### src/rtl/adder_share_arbiter.sv
// adder_share_arbiter
// Shares one unsigned (WIDTH+1)-bit adder among NUM_REQ requesters. A
// round-robin arbiter picks one request in IDLE and captures its operands.
// The block adds them in EXEC and holds the tagged result in RESP until the
// consumer takes it.
// Optional feature: define ADDER_ARB_SAT_EN to saturate the sum to all-ones
// when the add carries out. rsp_cout still reports the carry.
module adder_share_arbiter #(
    parameter int NUM_REQ = 4,
    parameter int WIDTH   = 32,
    parameter int ID_W    = $clog2(NUM_REQ)
) (
    input  logic                     clk,
    input  logic                     rst_n,
    input  logic [NUM_REQ-1:0]       req_valid,
    output logic [NUM_REQ-1:0]       req_ready,
    input  logic [NUM_REQ*WIDTH-1:0] req_a,
    input  logic [NUM_REQ*WIDTH-1:0] req_b,
    input  logic [NUM_REQ-1:0]       req_cin,
    output logic                     rsp_valid,
    input  logic                     rsp_ready,
    output logic [WIDTH-1:0]         rsp_sum,
    output logic                     rsp_cout,
    output logic [ID_W-1:0]          rsp_id
);

    typedef enum logic [1:0] {
        ST_IDLE = 2'd0,
        ST_EXEC = 2'd1,
        ST_RESP = 2'd2
    } state_t;

    localparam logic [ID_W:0]   NUM_REQ_W = (ID_W+1)'(NUM_REQ);
    localparam logic [ID_W-1:0] LAST_ID   = ID_W'(NUM_REQ - 1);

    state_t             state_q, state_d;
    logic [ID_W-1:0]    rr_ptr_q, rr_ptr_d;
    logic [WIDTH-1:0]   a_q, a_d;
    logic [WIDTH-1:0]   b_q, b_d;
    logic               cin_q, cin_d;
    logic [ID_W-1:0]    id_q, id_d;
    logic               rsp_valid_q, rsp_valid_d;
    logic [WIDTH-1:0]   rsp_sum_q, rsp_sum_d;
    logic               rsp_cout_q, rsp_cout_d;
    logic [ID_W-1:0]    rsp_id_q, rsp_id_d;

    logic               grant_found_s;
    logic [ID_W-1:0]    grant_idx_s;
    logic [ID_W:0]      cand_s;
    logic [WIDTH-1:0]   a_sel_s;
    logic [WIDTH-1:0]   b_sel_s;
    logic               cin_sel_s;
    logic [NUM_REQ-1:0] req_ready_s;
    logic [WIDTH:0]     sum_ext_s;
    logic [WIDTH-1:0]   sum_res_s;

    // Round-robin search: first valid requester at or after rr_ptr, wrapping.
    always_comb begin
        grant_found_s = 1'b0;
        grant_idx_s   = {ID_W{1'b0}};
        cand_s        = {(ID_W+1){1'b0}};
        for (int k = 0; k < NUM_REQ; k++) begin
            cand_s = {1'b0, rr_ptr_q} + (ID_W+1)'(k);
            if (cand_s >= NUM_REQ_W) begin
                cand_s = cand_s - NUM_REQ_W;
            end else begin
                cand_s = cand_s;
            end
            if (!grant_found_s && req_valid[cand_s[ID_W-1:0]]) begin
                grant_found_s = 1'b1;
                grant_idx_s   = cand_s[ID_W-1:0];
            end else begin
                grant_found_s = grant_found_s;
            end
        end
    end

    // Operand mux for the granted requester (AND-OR over all lanes).
    always_comb begin
        a_sel_s   = {WIDTH{1'b0}};
        b_sel_s   = {WIDTH{1'b0}};
        cin_sel_s = 1'b0;
        for (int i = 0; i < NUM_REQ; i++) begin
            a_sel_s   = a_sel_s | (req_a[i*WIDTH +: WIDTH] & {WIDTH{ID_W'(i) == grant_idx_s}});
            b_sel_s   = b_sel_s | (req_b[i*WIDTH +: WIDTH] & {WIDTH{ID_W'(i) == grant_idx_s}});
            cin_sel_s = cin_sel_s | (req_cin[i] & (ID_W'(i) == grant_idx_s));
        end
    end

    // Shared adder: zero-extended unsigned add, carry lands in the top bit.
    assign sum_ext_s = {1'b0, a_q} + {1'b0, b_q} + {{WIDTH{1'b0}}, cin_q};

`ifdef ADDER_ARB_SAT_EN
    assign sum_res_s = sum_ext_s[WIDTH] ? {WIDTH{1'b1}} : sum_ext_s[WIDTH-1:0];
`else
    assign sum_res_s = sum_ext_s[WIDTH-1:0];
`endif

    // Next-state, capture and response logic for the IDLE/EXEC/RESP sequence.
    always_comb begin
        state_d     = state_q;
        rr_ptr_d    = rr_ptr_q;
        a_d         = a_q;
        b_d         = b_q;
        cin_d       = cin_q;
        id_d        = id_q;
        rsp_valid_d = rsp_valid_q;
        rsp_sum_d   = rsp_sum_q;
        rsp_cout_d  = rsp_cout_q;
        rsp_id_d    = rsp_id_q;
        req_ready_s = {NUM_REQ{1'b0}};
        case (state_q)
            ST_IDLE: begin
                if (grant_found_s) begin
                    req_ready_s[grant_idx_s] = 1'b1;
                    a_d     = a_sel_s;
                    b_d     = b_sel_s;
                    cin_d   = cin_sel_s;
                    id_d    = grant_idx_s;
                    state_d = ST_EXEC;
                    if (grant_idx_s == LAST_ID) begin
                        rr_ptr_d = {ID_W{1'b0}};
                    end else begin
                        rr_ptr_d = grant_idx_s + ID_W'(1'b1);
                    end
                end else begin
                    state_d = ST_IDLE;
                end
            end
            ST_EXEC: begin
                rsp_sum_d   = sum_res_s;
                rsp_cout_d  = sum_ext_s[WIDTH];
                rsp_id_d    = id_q;
                rsp_valid_d = 1'b1;
                state_d     = ST_RESP;
            end
            ST_RESP: begin
                if (rsp_ready) begin
                    rsp_valid_d = 1'b0;
                    state_d     = ST_IDLE;
                end else begin
                    state_d     = ST_RESP;
                end
            end
            default: begin
                rsp_valid_d = 1'b0;
                state_d     = ST_IDLE;
            end
        endcase
    end

    // State and datapath registers with synchronous active-low reset.
    always_ff @(posedge clk) begin
        if (!rst_n) begin
            state_q     <= ST_IDLE;
            rr_ptr_q    <= {ID_W{1'b0}};
            a_q         <= {WIDTH{1'b0}};
            b_q         <= {WIDTH{1'b0}};
            cin_q       <= 1'b0;
            id_q        <= {ID_W{1'b0}};
            rsp_valid_q <= 1'b0;
            rsp_sum_q   <= {WIDTH{1'b0}};
            rsp_cout_q  <= 1'b0;
            rsp_id_q    <= {ID_W{1'b0}};
        end else begin
            state_q     <= state_d;
            rr_ptr_q    <= rr_ptr_d;
            a_q         <= a_d;
            b_q         <= b_d;
            cin_q       <= cin_d;
            id_q        <= id_d;
            rsp_valid_q <= rsp_valid_d;
            rsp_sum_q   <= rsp_sum_d;
            rsp_cout_q  <= rsp_cout_d;
            rsp_id_q    <= rsp_id_d;
        end
    end

    // req_ready is forced low while reset is held so nothing is accepted.
    assign req_ready = req_ready_s & {NUM_REQ{rst_n}};
    assign rsp_valid = rsp_valid_q;
    assign rsp_sum   = rsp_sum_q;
    assign rsp_cout  = rsp_cout_q;
    assign rsp_id    = rsp_id_q;

endmodule

### config.mk
export PLATFORM = sky130hd
export DESIGN_NAME = adder_share_arbiter
export DESIGN_NICKNAME = d
export VERILOG_FILES = /design/src/rtl/adder_share_arbiter.sv
export SDC_FILE = /design/constraint.sdc
export NUM_CORES = 1
export LEC_CHECK = 0
export ABC_AREA = 1
export BUFFER_PORTS_ARGS = -buffer_cell sky130_fd_sc_hd__buf_2
export CAP_MARGIN = 20
export CORE_MARGIN = 4
export CORE_UTILIZATION = 30
export DETAILED_ROUTE_END_ITERATION = 8
export PLACE_DENSITY = 0.57
export SYNTH_ARGS = -nofsm -noshare
export SYNTH_HDL_FRONTEND = slang
export SYNTH_SLANG_ARGS = --single-unit
### constraint.sdc
create_clock -name clk -period 2.6 [get_ports clk]
set_input_delay 0.52 -clock clk [delete_from_list [all_inputs] [get_ports clk]]
set_output_delay 0.52 -clock clk [all_outputs]
set_load 0.03 [all_outputs]
# Yosys cells after proc, flatten, opt, wreduce, memory -nomap -nowiden
# Index checks and enable logic that the tools add are counted.
totals:
  ramBits: 0
  regBits: 107
  out_inout_bits: 40
  memories: 0
  latch_bits: 0
  word_cells: 101
  romBits: 0
op_classes:
  n_mul: 0
  bitwise_logic: 23
  n_addsub: 10
  reduce_logical: 11
  n_lt_le_gt_ge: 10
  div_mod_pow: 0
  eq_ne: 7
  n_mux: 30
  n_shift: 0
ops:
  columns: ["cell", "n"]
  rows:
  - ["bitwise AND 32 bit", 8]
  - ["bitwise OR 32 bit", 6]
  - ["adder 32 x 32 -> 33 bit", 1]
  - ["adder 33 x 1 -> 33 bit", 1]
  - ["two-way mux 2 bit", 10]
  - ["less-than comparator 2 x 3 -> 1 bit, second input constant", 5]
  - ["two-way mux 1 bit", 11]
  - ["greater-or-equal comparator 3 bit, second input constant", 3]
  - ["binary-select mux 1 bit (select 2 bit)", 4]
  - ["two-way mux 4 bit", 2]
  - ["subtractor 2 x 1 -> 2 bit, second input constant", 4]
  - ["adder 2 x 2 -> 3 bit, second input constant", 2]
  - ["case mux 2 bit (3 select lines)", 1]
  - ["bitwise AND 1 bit", 4]
  - ["bitwise AND 4 bit", 1]
  - ["equality test 2 bit, first input constant", 2]
  - ["equality test 2 bit, second input constant", 2]
  - ["logical AND 1 bit", 4]
  - ["logical NOT 2 bit", 2]
  - ["AND reduction 2 bit", 2]
  - ["adder 2 x 1 -> 3 bit, second input constant", 1]
  - ["greater-or-equal comparator 2 x 3 -> 1 bit, second input constant", 1]
  - ["logical NOT 1 bit", 3]
  - ["bitwise OR 1 bit", 3]
  - ["8 further kinds", 8]

# Depth between registers and ports, before layout
# Gate-level depths: netlist (run 1).
logic_depth:
  ltp_word: 21
  mapped_depth: 21
  depth_no_buf: 18

# Worst setup path after synthesis (run 1)
# Ideal clock, no wire load.
synth_timing:
  path_kind: "input port to output port"
  from: "in req_valid[1]"
  to: "out req_ready[3]"
  n_path_buf: 2
  cell_stages: 16
  arrival_ns: 2.459
  slack_ns: -0.379
  path_cell_list: "inv_1 > nand2_1 > nand3_1 > nand2_1 > inv_1 > nand2_1 > nand2_1 > nand2_1 > inv_1 > nand2_1 > inv_1 > ha_1 > clkbuf_1 > clkbuf_1 > inv_1 > nor2_1"
synth_between:
  elab_chain_len: 19
  word_cells_on_any_way: 30
  classes_between: "2 x order compare; 20 x mux; 1 x bitwise; 7 x reduce/logical"
synth_rtl:
  columns: ["element", "line_no", "text"]
  rows:
  - ["start: declaration", "15", "input logic [NUM_REQ-1:0] req_valid,"]
  - ["binary-select mux 1 bit (select 2 bit)", "69", "if (!grant_found_s && req_valid[cand_s[ID_W-1:0]]) begin"]
  - ["two-way mux 1 bit (not written as such)", "69", null]
  - ["two-way mux 1 bit", "69", null]
  - ["logical NOT 1 bit", "69", null]
  - ["logical AND 1 bit", "69", null]
  - ["two-way mux 1 bit", "69", null]
  - ["logical NOT 1 bit", "69", null]
  - ["logical AND 1 bit", "69", null]
  - ["[... 4 more ...]", null, null]
  - ["via grant_idx_s[0]", "48", "logic [ID_W-1:0] grant_idx_s;"]
  - ["less-than comparator 2 x 3 -> 1 bit (not written as such) or greater-or-equal comparator 2 x 1 -> 1 bit (tied branches)", "115", "req_ready_s[grant_idx_s] = 1'b1;"]
  - ["logical AND 1 bit (not written as such)", "115", null]
  - ["two-way mux 1 bit (not written as such)", "115", null]
  - ["demux 1 bit (select 2 bit) *", "115", null]
  - ["two-way mux 4 bit *", "114", "if (grant_found_s) begin"]
  - ["two-way mux 4 bit *", "112", "case (state_q)"]
  - ["bitwise AND 4 bit *", "180", "assign req_ready = req_ready_s & {NUM_REQ{rst_n}};"]
  - ["end: declaration", "16", "output logic [NUM_REQ-1:0] req_ready,"]
# Mark *: on every way through the listed nets, which the timed path passes. The rest lies on a longest branch. The select of a mux whose other input is x is not followed.

# Worst setup path in the final report (run 1)
layout_timing:
  from: "reg rr_ptr_q[0]"
  to: "out req_ready[0]"
layout_between:
  elab_chain_len: 21
  word_cells_on_any_way: 45
  classes_between: "7 x add/sub; 6 x order compare; 24 x mux; 1 x bitwise; 7 x reduce/logical"
layout_rtl:
  columns: ["element", "line_no", "text"]
  rows:
  - ["start: declaration", "37", "logic [ID_W-1:0] rr_ptr_q, rr_ptr_d;"]
  - ["start signal: assignment", "156", "rr_ptr_q <= {ID_W{1'b0}};"]
  - ["start signal: assignment", "167", "rr_ptr_q <= rr_ptr_d;"]
  - ["parallel branches: the longest is 13 deep, another holds adder 2 x 1 -> 3 bit", null, null]
  - ["two-way mux 2 bit *", "69", null]
  - ["via grant_idx_s[1]", "48", null]
  - ["less-than comparator 2 x 3 -> 1 bit (not written as such) or greater-or-equal comparator 2 x 1 -> 1 bit (tied branches)", "115", null]
  - ["logical AND 1 bit (not written as such)", "115", null]
  - ["two-way mux 1 bit (not written as such)", "115", null]
  - ["demux 1 bit (select 2 bit) *", "115", null]
  - ["two-way mux 4 bit *", "114", null]
  - ["two-way mux 4 bit *", "112", null]
  - ["bitwise AND 4 bit *", "180", null]
# Mark *: on every way through the listed nets, which the timed path passes. The select of a mux whose other input is x is not followed.

==> results of run 1 <==
report_power, final:
part	internal (mW)	total [mW]	switching [mW]
Sequential	2.30	2.71	0.414
Combinational	3.96	10.6	6.67
Clock	0.755	1.43	0.676
layer usage:
| layer | up-vias | GRT usage (%) |
|---|---|---|
| li1 | 5060 | - |
| met1 | 4326 | 28.8 |
| met2 | 293 | 35.4 |
| met4 | 0 | 5.58 |
| met5 | - | 0 |
| met3 | 42 | 3.14 |
Yosys cell counts (all sizes together):
cell,instances
nand3b,3
nor3,5
o21ai,94
a31oi,1
o21bai,2
xnor2,1
and2,1
a21o,2
inv,164
nor2,246
nand3,50
nand2,529
ha,35
buf,24
a21oi,28
fa,2
xor2,13
dfxtp,107
nand4,68
clkbuf,36
and3,1
a32oi,1
how the worst max path moves through the flow:
| stage | slack [ps] | cells after the start | end | startpoint |
|---|---|---|---|---|
| CTS | -90 | 19 | req_ready[3] | rr_ptr_q[0] |
| floorplan | 2 | 16 | req_ready[3] | req_valid[1] |
| finish | -100 | 14 | req_ready[0] | rr_ptr_q[0] |
| global route | -190 | 18 | req_ready[2] | rr_ptr_q[0] |
| global placement | -60 | 19 | b_q[29] | req_valid[1] |
| detailed placement | -160 | 20 | b_q[30] | req_valid[1] |
repair_timing:
action | CTS | global route
cloned | 1 | 4
gates resized for setup | 58 | 99
pin swaps | 21 | 82
buffers inserted | 7 | 3
hold buffers | 0 | 0
hold endpoints to repair | 0 | 0
setup endpoints to repair | 6 | 69
layout make-up:
cell class	count	area, sq um
Clock inverter	7	73.8
Fill cell	2923	15100
Timing Repair Buffer	373	2310
Sequential cell	107	2150
Tap cell	335	419
Antenna cell	4	10.0
Multi-Input combinational cell	1082	5230
Clock buffer	9	225
Inverter	164	641
metrics by stage:
step	hold slack (ps)	setup TNS (ps)	setup WS [ps]
global placement	469	-257	-61.8
finish	447	-325	-98.5
global route	462	-3400	-187
CTS	441	-293	-85.7
floorplan	447	0	2.13
detailed placement	478	-1720	-163
logic make-up after synthesis:
group	after synthesis	share of synthesized area, %
XOR/XNOR	14	1.54
buffers and inverters	224	11.2
AND/OR/NAND/NOR	903	46.1
flip-flops	107	26.9
AO/OA/AOI/OAI	128	8.31
adder cells (fa/ha/maj)	37	5.99
sequential cells by signal (all words and copies together), names as in the netlist:
register   count
id_q           2
rr_ptr_q       2
rsp_valid      1
a_q           32
rsp_id         2
cin_q          1
state_q        2
rsp_cout       1
rsp_sum       32
b_q           32
placed cells by master (no fill, tap or decap), drive strengths merged, types with 2 or more instances in the layout:
| cell type | count |
|---|---|
| clkbuf | 13 |
| o21bai | 2 |
| buf | 369 |
| ha | 35 |
| nor2 | 246 |
| a21oi | 28 |
| nand4 | 68 |
| diode | 4 |
| dfxtp | 107 |
| a21o | 2 |
| nand3b | 3 |
| clkinv | 3 |
| o21ai | 94 |
| inv | 166 |
| nand3 | 50 |
| nand2 | 529 |
| fa | 2 |
| xor2 | 13 |
| nor3 | 5 |
worst reg2reg max path, stage by stage, from the launching register on:
cell      delay (ps)
dfxtp_4          380
buf_12           130
clkinv_8          80
nand2_4           80
nand2_4           70
inv_4             70
nand2_2           50
nand2_2           60
nand2_2           50
nand2_1           60
nand2_1           60
nand2_2           70
inv_2             50
nand2_4           80
inv_4             50
buf_6            110
ha_4             160
buf_4            170
buf_12           160
buf_8            140
nand2_2           70
nand4_1          140
o21ai_1          190
nor2_1            50
==> reports/results.tsv, run 1 <==
stage	metric	value	unit
status	status	complete, but fails checks	
status	failing checks	setup timing	
synthesis	top cells by area, synth	dfxtp_1 (27%), nand2_1 (25%), nor2_1 (12%)	
timing	min Tclk post-route	2700	ps
grt	vias in the first global route	9356	
detailed_routing	Post-Route WL	33000	um
detailed_routing	DRC viols	0	
detailed_routing	DRT antenna net count	0	
grt	first-pass GRT wire length	49000	um
setup_path	CP max stage cell	dfxtp_4	
hold_path	hold_sp	rsp_ready	
detailed_routing	met2 wire length	15600	um
grt	initial antenna violation count	4	
cts	htree depth	3	
cts	root buf cell	clkbuf_16	
flow_run	max_cap viols	0	
power_and_ir_drop	power density cells	1340	nW/um^2
power_and_ir_drop	Static Leak	6.07	nW
setup_path	worst-path fanout max	5	
synthesis	post-synthesis cell type count	33	
hold_path	hold endpoint	rsp_valid	
setup_path	CP endpoint kind	output port	
setup_path	Crit path max-delay family	buffers and inverters	
finish	Finished Layout Cells	2081	
grt	largest net degree at the start of global routing	70	
synthesis	flops & latches, synth	107	
power_and_ir_drop	total power draw	14.8	mW
finish	Nets	2041	
cts	Reg clk slew, reported paths	80	ps
finish	share of cells above drive strength 1	26.6	%
detailed_routing	met3 wire len	1700	um
hold_path	hold depth	3	
timing	Final setup violation count	7	
setup_path	FF-to-FF End	b_q[30]	
detailed_routing	initial DRC count	634	
timing	Max Slew Vio Count	0	
synthesis	Yosys top cell by area	dfxtp_1	
timing	RSZ-0062 raised after global routing	true	
placed_design	IO buf count	306	
grt	total track usage	21.3	%
detailed_routing	Highest Signal Layer	met4	
timing	Final WS setup	-98.5	ps
cts	Num CTS Buffers	9	
synthesis	Synth top area share	26.9	%
detailed_routing	DR WL/cell	15.9	um
synthesis	Post-Syn Nets	1717	
setup_path	Worst R2R Start	rr_ptr_q[0]	
placed_design	Inst Count DP	2046	
setup_path	worst reg2reg path depth	23	
synthesis	Synth Instances	1413	
floorplan	num rows	59	
placed_design	DP HPWL	26200	um
timing	Setup Skew	9.05	ps
cts	clk_lat worst skew	360	ps
placed_design	post-place instance area	10200	sq um
floorplan	Ports	307	
setup_path	r2r setup slk	-10	ps
floorplan	Die Wd	171	um
cts	count of clock tree sinks	107	
hold_path	min-delay worst type	input port to register	
setup_path	CP Cell Sequence	buf_12 -> buf_16 -> nand2_4 -> nand3_1 -> nand2_2 -> inv_1 -> nand4_1 -> nand3_2 -> inv_2 -> buf_6 -> ha_4 -> inv_2 -> nor2_4 -> buf_6	
synthesis	Mapped Avg Cell Area	5.65	sq um
detailed_routing	Via-to-Cell Ratio	4.67	
synthesis	Mapped Area	7980	sq um
setup_path	Max stage delay on crit path	370	ps
floorplan	Die Height	171	um
grt	overflow left after global routing	0	
finish	fin area	11100	sq um
detailed_routing	vias	9721	
cts	CTS tree	built	
setup_path	Arr. time, crit path	2180	ps
floorplan	initial core utilization	30.5	%
placed_design	gpl congestion	0.876	
synthesis	register area share after synthesis	26.9	%
cts	Clock Tree Buf Depth	2	
setup_path	crit path launch type	register	
detailed_routing	first drt pass iteration count	5	
setup_path	worst setup path category	register to output port	
setup_path	WP buf/inv	7	
timing	Fin. Hold Viols	0	
timing	Final period util	104	%
timing	Worst-Margin Slew	729	ps
timing	Rel. slew slack	51.4	%
finish	area grow syn2layout	38.6	%
setup_path	CP required	2080	ps
floorplan	area of the die	29300	sq um
timing	fmax	0.371	GHz
finish	Post-Route Utilization	42.3	%
detailed_routing	M1 WL	14900	um
synthesis	yosys warns	0	
power_and_ir_drop	VDD IR-drop max	0.000614	V
floorplan	Core ar.	26100	sq um
Power figures use the tool's default switching activity.
==> run 2, diff against run 1 <==
PLACE_DENSITY = 0.55   (was 0.57)
==> reports/results.tsv, run 2 (same netlist as run 1, synthesis figures left out) <==
stage	metric	value	unit
status	status	complete, but fails checks	
status	failing checks	setup timing	
finish	most frequent cells in the layout	nand2_1 (506), buf_2 (302), nor2_1 (240)	
detailed_routing	DRT antenna net count	0	
detailed_routing	Via-to-Cell Ratio	4.66	
setup_path	WP buf/inv	4	
timing	final hold slack	461	ps
floorplan	Die Wd	171	um
grt	largest net degree at the start of global routing	80	
setup_path	CP max stage cell	dfxtp_4	
floorplan	area of the die	29300	sq um
setup_path	worst reg2reg path depth	14	
hold_path	hold endpoint	state_q[1]	
finish	area grow syn2layout	35.9	%
timing	Worst-Margin Slew	731	ps
cts	count of clock tree sinks	107	
timing	fmax	0.383	GHz
finish	Post-Route Utilization	41.5	%
setup_path	Arr. time, crit path	2090	ps
timing	Final setup violation count	1	
finish	commonest non-fill, non-tap cell in the layout	nand2_1	
timing	RSZ-0062 raised after global routing	true	
floorplan	Die Height	171	um
grt	vias in the first global route	9399	
setup_path	CP Cell Sequence	inv_6 -> nand2_1 -> nand3_2 -> a32oi_2 -> nand3_2 -> inv_2 -> ha_4 -> inv_2 -> nor2_4 -> buf_6	
timing	Final WS setup	-9.51	ps
detailed_routing	DRC viols	0	
finish	share of cells above drive strength 1	25.6	%
setup_path	CP endpoint kind	output port	
grt	total track usage	21.8	%
power_and_ir_drop	Static Leak	5.99	nW
cts	clk_lat worst skew	360	ps
timing	Rel. slew slack	51.2	%
timing	Fin. Hold Viols	0	
cts	root buf cell	clkbuf_16	
detailed_routing	Post-Route WL	33300	um
power_and_ir_drop	power density cells	1320	nW/um^2
grt	first-pass GRT wire length	49900	um
setup_path	r2r setup slk	40	ps
cts	Reg clk slew, reported paths	80	ps
placed_design	DP HPWL	27000	um
grt	initial antenna violation count	4	
detailed_routing	initial DRC count	508	
cts	Num CTS Buffers	9	
setup_path	Max stage delay on crit path	420	ps
finish	Nets	2038	
setup_path	crit path launch type	register	
detailed_routing	first drt pass iteration count	5	
setup_path	FF-to-FF End	a_q[17]	
timing	Final period util	100	%
floorplan	Ports	307	
hold_path	hold_sp	rsp_ready	
cts	Clock Tree Buf Depth	2	
cts	htree depth	3	
power_and_ir_drop	VDD IR-drop max	0.000556	V
setup_path	worst setup path start	rr_ptr_q[0]	
placed_design	IO buf count	306	
setup_path	CP required	2080	ps
timing	Setup Skew	10.3	ps
hold_path	hold depth	3	
placed_design	gpl congestion	0.889	
setup_path	Worst R2R Start	rr_ptr_q[0]	
detailed_routing	DR WL/cell	16.1	um
hold_path	min-delay worst type	input port to register	
timing	min Tclk post-route	2610	ps
floorplan	initial core utilization	30.5	%
grt	overflow left after global routing	0	
setup_path	Crit path max-delay family	simple AND/OR/NAND/NOR gates	
timing	Max Slew Vio Count	0	
floorplan	Core ar.	26100	sq um
cts	CTS tree	built	
floorplan	num rows	59	
setup_path	worst-path fanout max	8	
setup_path	worst setup path category	register to output port	
flow_run	max_cap viols	0	
detailed_routing	vias	9681	
## run 2: cell types whose count changed in the layout (fill, tap and decap cells not counted), sizes merged
cell / change
clkinv: -3
buf: -1
diode: -1
inv: +1
## run 2: timing repair
item | in CTS | in global routing
cloned | 0 | 2
hold buffers | 0 | 0
setup buffers | 5 | 2
pin swaps | 10 | 26
setup endpoints to repair | 12 | 58
resized for setup | 38 | 47
## run 2: through the flow
step                      area (sq um)  power [mW]  setup slack, ps  setup TNS (ps)  cells
after floorplan                   8020        8.77             2.13               0   1413
after global placement           10200        12.2            -83.4            -220   2049
after detailed placement         10200        12.2             -162           -2220   2049
after CTS                        10700        14.1            -7.11           -20.0   2070
after global routing             10800        15.7            -92.1            -672   2076
final                            10800        14.3            -9.51           -9.51   2077
## run 2: final cells by class
| class | instances | area [sq um] |
|---|---|---|
| inverter | 164 | 628 |
| antenna | 3 | 7.51 |
| tap | 335 | 419 |
| clock inverter | 5 | 66.3 |
| timing repair buffer | 370 | 2180 |
| fill | 2961 | 15300 |
| sequential | 107 | 2150 |
| clock buffer | 11 | 253 |
| multi-input combinational | 1082 | 5140 |
## run 2: worst max path at each step
stage | slack [ps] | depth (start not counted) | to
after floorplan | 2 | 16 | req_ready[3]
after global placement | -80 | 16 | b_q[25]
after detailed placement | -160 | 16 | b_q[25]
after CTS | -7 | 13 | req_ready[2]
after global routing | -90 | 12 | req_ready[2]
final | -10 | 10 | req_ready[0]
## run 2: worst reg2reg max path, stage by stage, from the launching register on
cell,delay (ps)
dfxtp_4,420
inv_6,60
nand2_1,100
nand3_2,140
a32oi_2,280
nand3_2,160
buf_6,160
ha_4,160
buf_4,140
buf_12,160
buf_4,190
nand2_1,70
nand4_1,110
o21ai_0,230
nor2_1,60
## run 2: routing by layer
layer | vias up | GRT usage [%] | share of wire [%]
li1 | 5052 | - | -
met1 | 4328 | 29.6 | 46
met2 | 267 | 36.1 | 47
met3 | 32 | 3.56 | 4.8
met4 | 2 | 5.55 | 1.9
met5 | - | 0 | 0.036
## run 2: power breakdown
| part | internal, mW | leakage (nW) | switching, mW | total (mW) |
|---|---|---|---|---|
| Clock | 0.814 | 0.155 | 0.665 | 1.48 |
| Sequential | 2.30 | 0.888 | 0.425 | 2.72 |
| Combinational | 3.68 | 4.95 | 6.41 | 10.1 |
| Total | 6.80 | 5.99 | 7.50 | 14.3 |
==> run 3, diff against run 2 <==
CORE_MARGIN = default   (was 4)
PLACE_DENSITY = 0.53   (was 0.55)
clock period = 2.7 ns   (was 2.6 ns; I/O delays follow)
==> reports/results.tsv, run 3 (same netlist as run 1, synthesis figures left out) <==
stage	metric	value	unit
grt	vias in the first global route	8929	
cts	clk_lat worst skew	360	ps
cts	CTS tree	built	
status	status	complete, but fails checks	
timing	Final WS setup	-31.9	ps
setup_path	crit path launch type	register	
cts	root buf cell	clkbuf_16	
timing	Final period util	101	%
floorplan	initial core utilization	30.6	%
timing	Rel. slew slack	48.7	%
placed_design	gpl congestion	0.866	
detailed_routing	Via-to-Cell Ratio	4.61	
cts	Hold-fix buffers, CTS	0	
floorplan	Core ar.	26100	sq um
power_and_ir_drop	Clock Power Share	9.8	%
detailed_routing	vias	9525	
grt	total track usage	23.3	%
detailed_routing	DRT antenna net count	0	
timing	min Tclk post-route	2730	ps
flow_run	max_cap viols	0	
finish	Multi-input gate area	5190	sq um
timing	RSZ-0062 raised after global routing	true	
power_and_ir_drop	Static Leak	5.92	nW
detailed_routing	DR WL/cell	15.5	um
finish	most frequent cells in the layout	nand2_1 (503), buf_2 (302), nor2_1 (240)	
grt	first-pass GRT wire length	48300	um
detailed_routing	first drt pass iteration count	5	
timing	Max Slew Vio Count	0	
power_and_ir_drop	VDD IR-drop max	0.000815	V
detailed_routing	Post-Route WL	32000	um
cts	count of clock tree sinks	107	
setup_path	worst setup path category	register to output port	
timing	Fin. Hold Viols	0	
setup_path	Arr. time, crit path	2190	ps
timing	Worst-Margin Slew	770	ps
detailed_routing	initial DRC count	545	
floorplan	Die Wd	165	um
hold_path	min-delay worst type	input port to register	
cts	htree depth	3	
grt	initial antenna violation count	7	
finish	fillcell total	2964	
grt	overflow left after global routing	0	
floorplan	Die Height	165	um
placed_design	DP HPWL	25800	um
floorplan	Ports	307	
setup_path	CP endpoint kind	output port	
power_and_ir_drop	sequential power share	19.5	%
power_and_ir_drop	combinational fraction of design power	70.7	%
finish	commonest non-fill, non-tap cell in the layout	nand2_1	
floorplan	area of the die	27200	sq um
finish	area grow syn2layout	35.1	%
timing	Setup Skew	13.1	ps
timing	total negative slack	-68.1	ps
cts	Reg clk slew, reported paths	80	ps
cts	Num CTS Buffers	9	
status	failing checks	setup timing	
floorplan	num rows	59	
finish	Post-Route Utilization	41.4	%
power_and_ir_drop	Switching Fraction	53.2	%
setup_path	worst-path fanout max	7	
setup_path	CP required	2160	ps
placed_design	IO buf count	306	
detailed_routing	DRC viols	0	
power_and_ir_drop	P_int	6.29	mW
finish	FF+latch area	2150	sq um
finish	share of cells above drive strength 1	25.2	%
grt	largest net degree at the start of global routing	80	
finish	Nets	2024	
power_and_ir_drop	switching power	7.15	mW
cts	Clock Tree Buf Depth	2	
timing	Final setup violation count	3	
timing	fmax	0.366	GHz
power_and_ir_drop	power density cells	1250	nW/um^2
-- run 3: cell count changes in the layout (fill, tap and decap cells not counted), moves of 2 or more --
cell	previous run	this run
buf_12	7	11
buf_4	50	35
clkbuf_16	11	9
clkbuf_8	2	0
clkinv_2	0	2
diode_2	3	8
inv_6	3	1
nand2_1	506	503
nand2_2	17	15
nand2_4	6	11
o21ai_0	68	81
o21ai_1	23	10
-- run 3: timing repair --
item                                    in CTS  in global routing
pin swaps                                    7                 22
endpoints found under the setup margin       4                  8
hold endpoints to repair                     0                  0
resized for setup                           31                 53
setup buffers                               12                 10
-- run 3: layout make-up --
type / count / share of cell area [%]
timing repair buffer: 356 / 19.3
antenna: 8 / 0.186
inverter: 164 / 5.90
sequential: 107 / 19.9
clock buffer: 9 / 2.09
clock inverter: 7 / 0.534
multi-input combinational: 1082 / 48.1
tap: 335 / 3.89
-- run 3: power by group through the flow --
stage	clock (mW)	combinational (mW)	sequential (mW)
3_3_place_gp	0	8.83	2.65
4_1_cts	1.36	9.22	2.65
2_1_floorplan	0	5.53	2.90
6_report	1.32	9.50	2.62
5_1_grt	1.43	10.7	2.69
3_5_place_dp	0	8.85	2.67
-- run 3: final timing paths --
| kind | end | slack [ps] | start | cells after the start |
|---|---|---|---|---|
| hold / removal | state_q[1] | 490 | rsp_ready | 3 |
| setup reg to reg | rr_ptr_q[0] | 30 | rr_ptr_q[0] | 23 |
| hold reg to reg | b_q[5] | 490 | b_q[5] | 2 |
| setup / recovery | req_ready[0] | -30 | rr_ptr_q[0] | 12 |
-- run 3: worst max-delay path, cell delays in order, from the launching register on --
cell,delay (ps)
dfxtp_4,380
buf_12,120
clkinv_8,70
nand2_4,60
nand2_4,60
buf_6,120
a32oi_4,250
nand3_4,160
inv_4,110
ha_4,160
inv_2,50
nor2_4,130
buf_6,150
-- run 3: routing by layer --
| layer | up-vias | wire length (um) | part of all wire, % | track usage [%] |
|---|---|---|---|---|
| met1 | 4212 | 15100 | 47 | 31.5 |
| met3 | 36 | 1550 | 4.9 | 3.75 |
| li1 | 5025 | - | - | - |
| met2 | 252 | 14700 | 46 | 37.5 |
| met5 | - | 0 | 0 | 0 |
| met4 | 0 | 688 | 2.2 | 7.46 |
-- run 3: stage by stage --
| step | instance area (sq um) | hold slack [ps] | setup WS (ps) | std cells | total power, mW |
|---|---|---|---|---|---|
| floorplan | 8010 | 447 | -47.3 | 1413 | 8.43 |
| global placement | 10100 | 469 | -70.2 | 2023 | 11.5 |
| detailed placement | 10100 | 481 | -138 | 2023 | 11.5 |
| CTS | 10500 | 485 | 10.9 | 2050 | 13.2 |
| global route | 10800 | 501 | -143 | 2067 | 14.8 |
| finish | 10800 | 489 | -31.9 | 2068 | 13.4 |
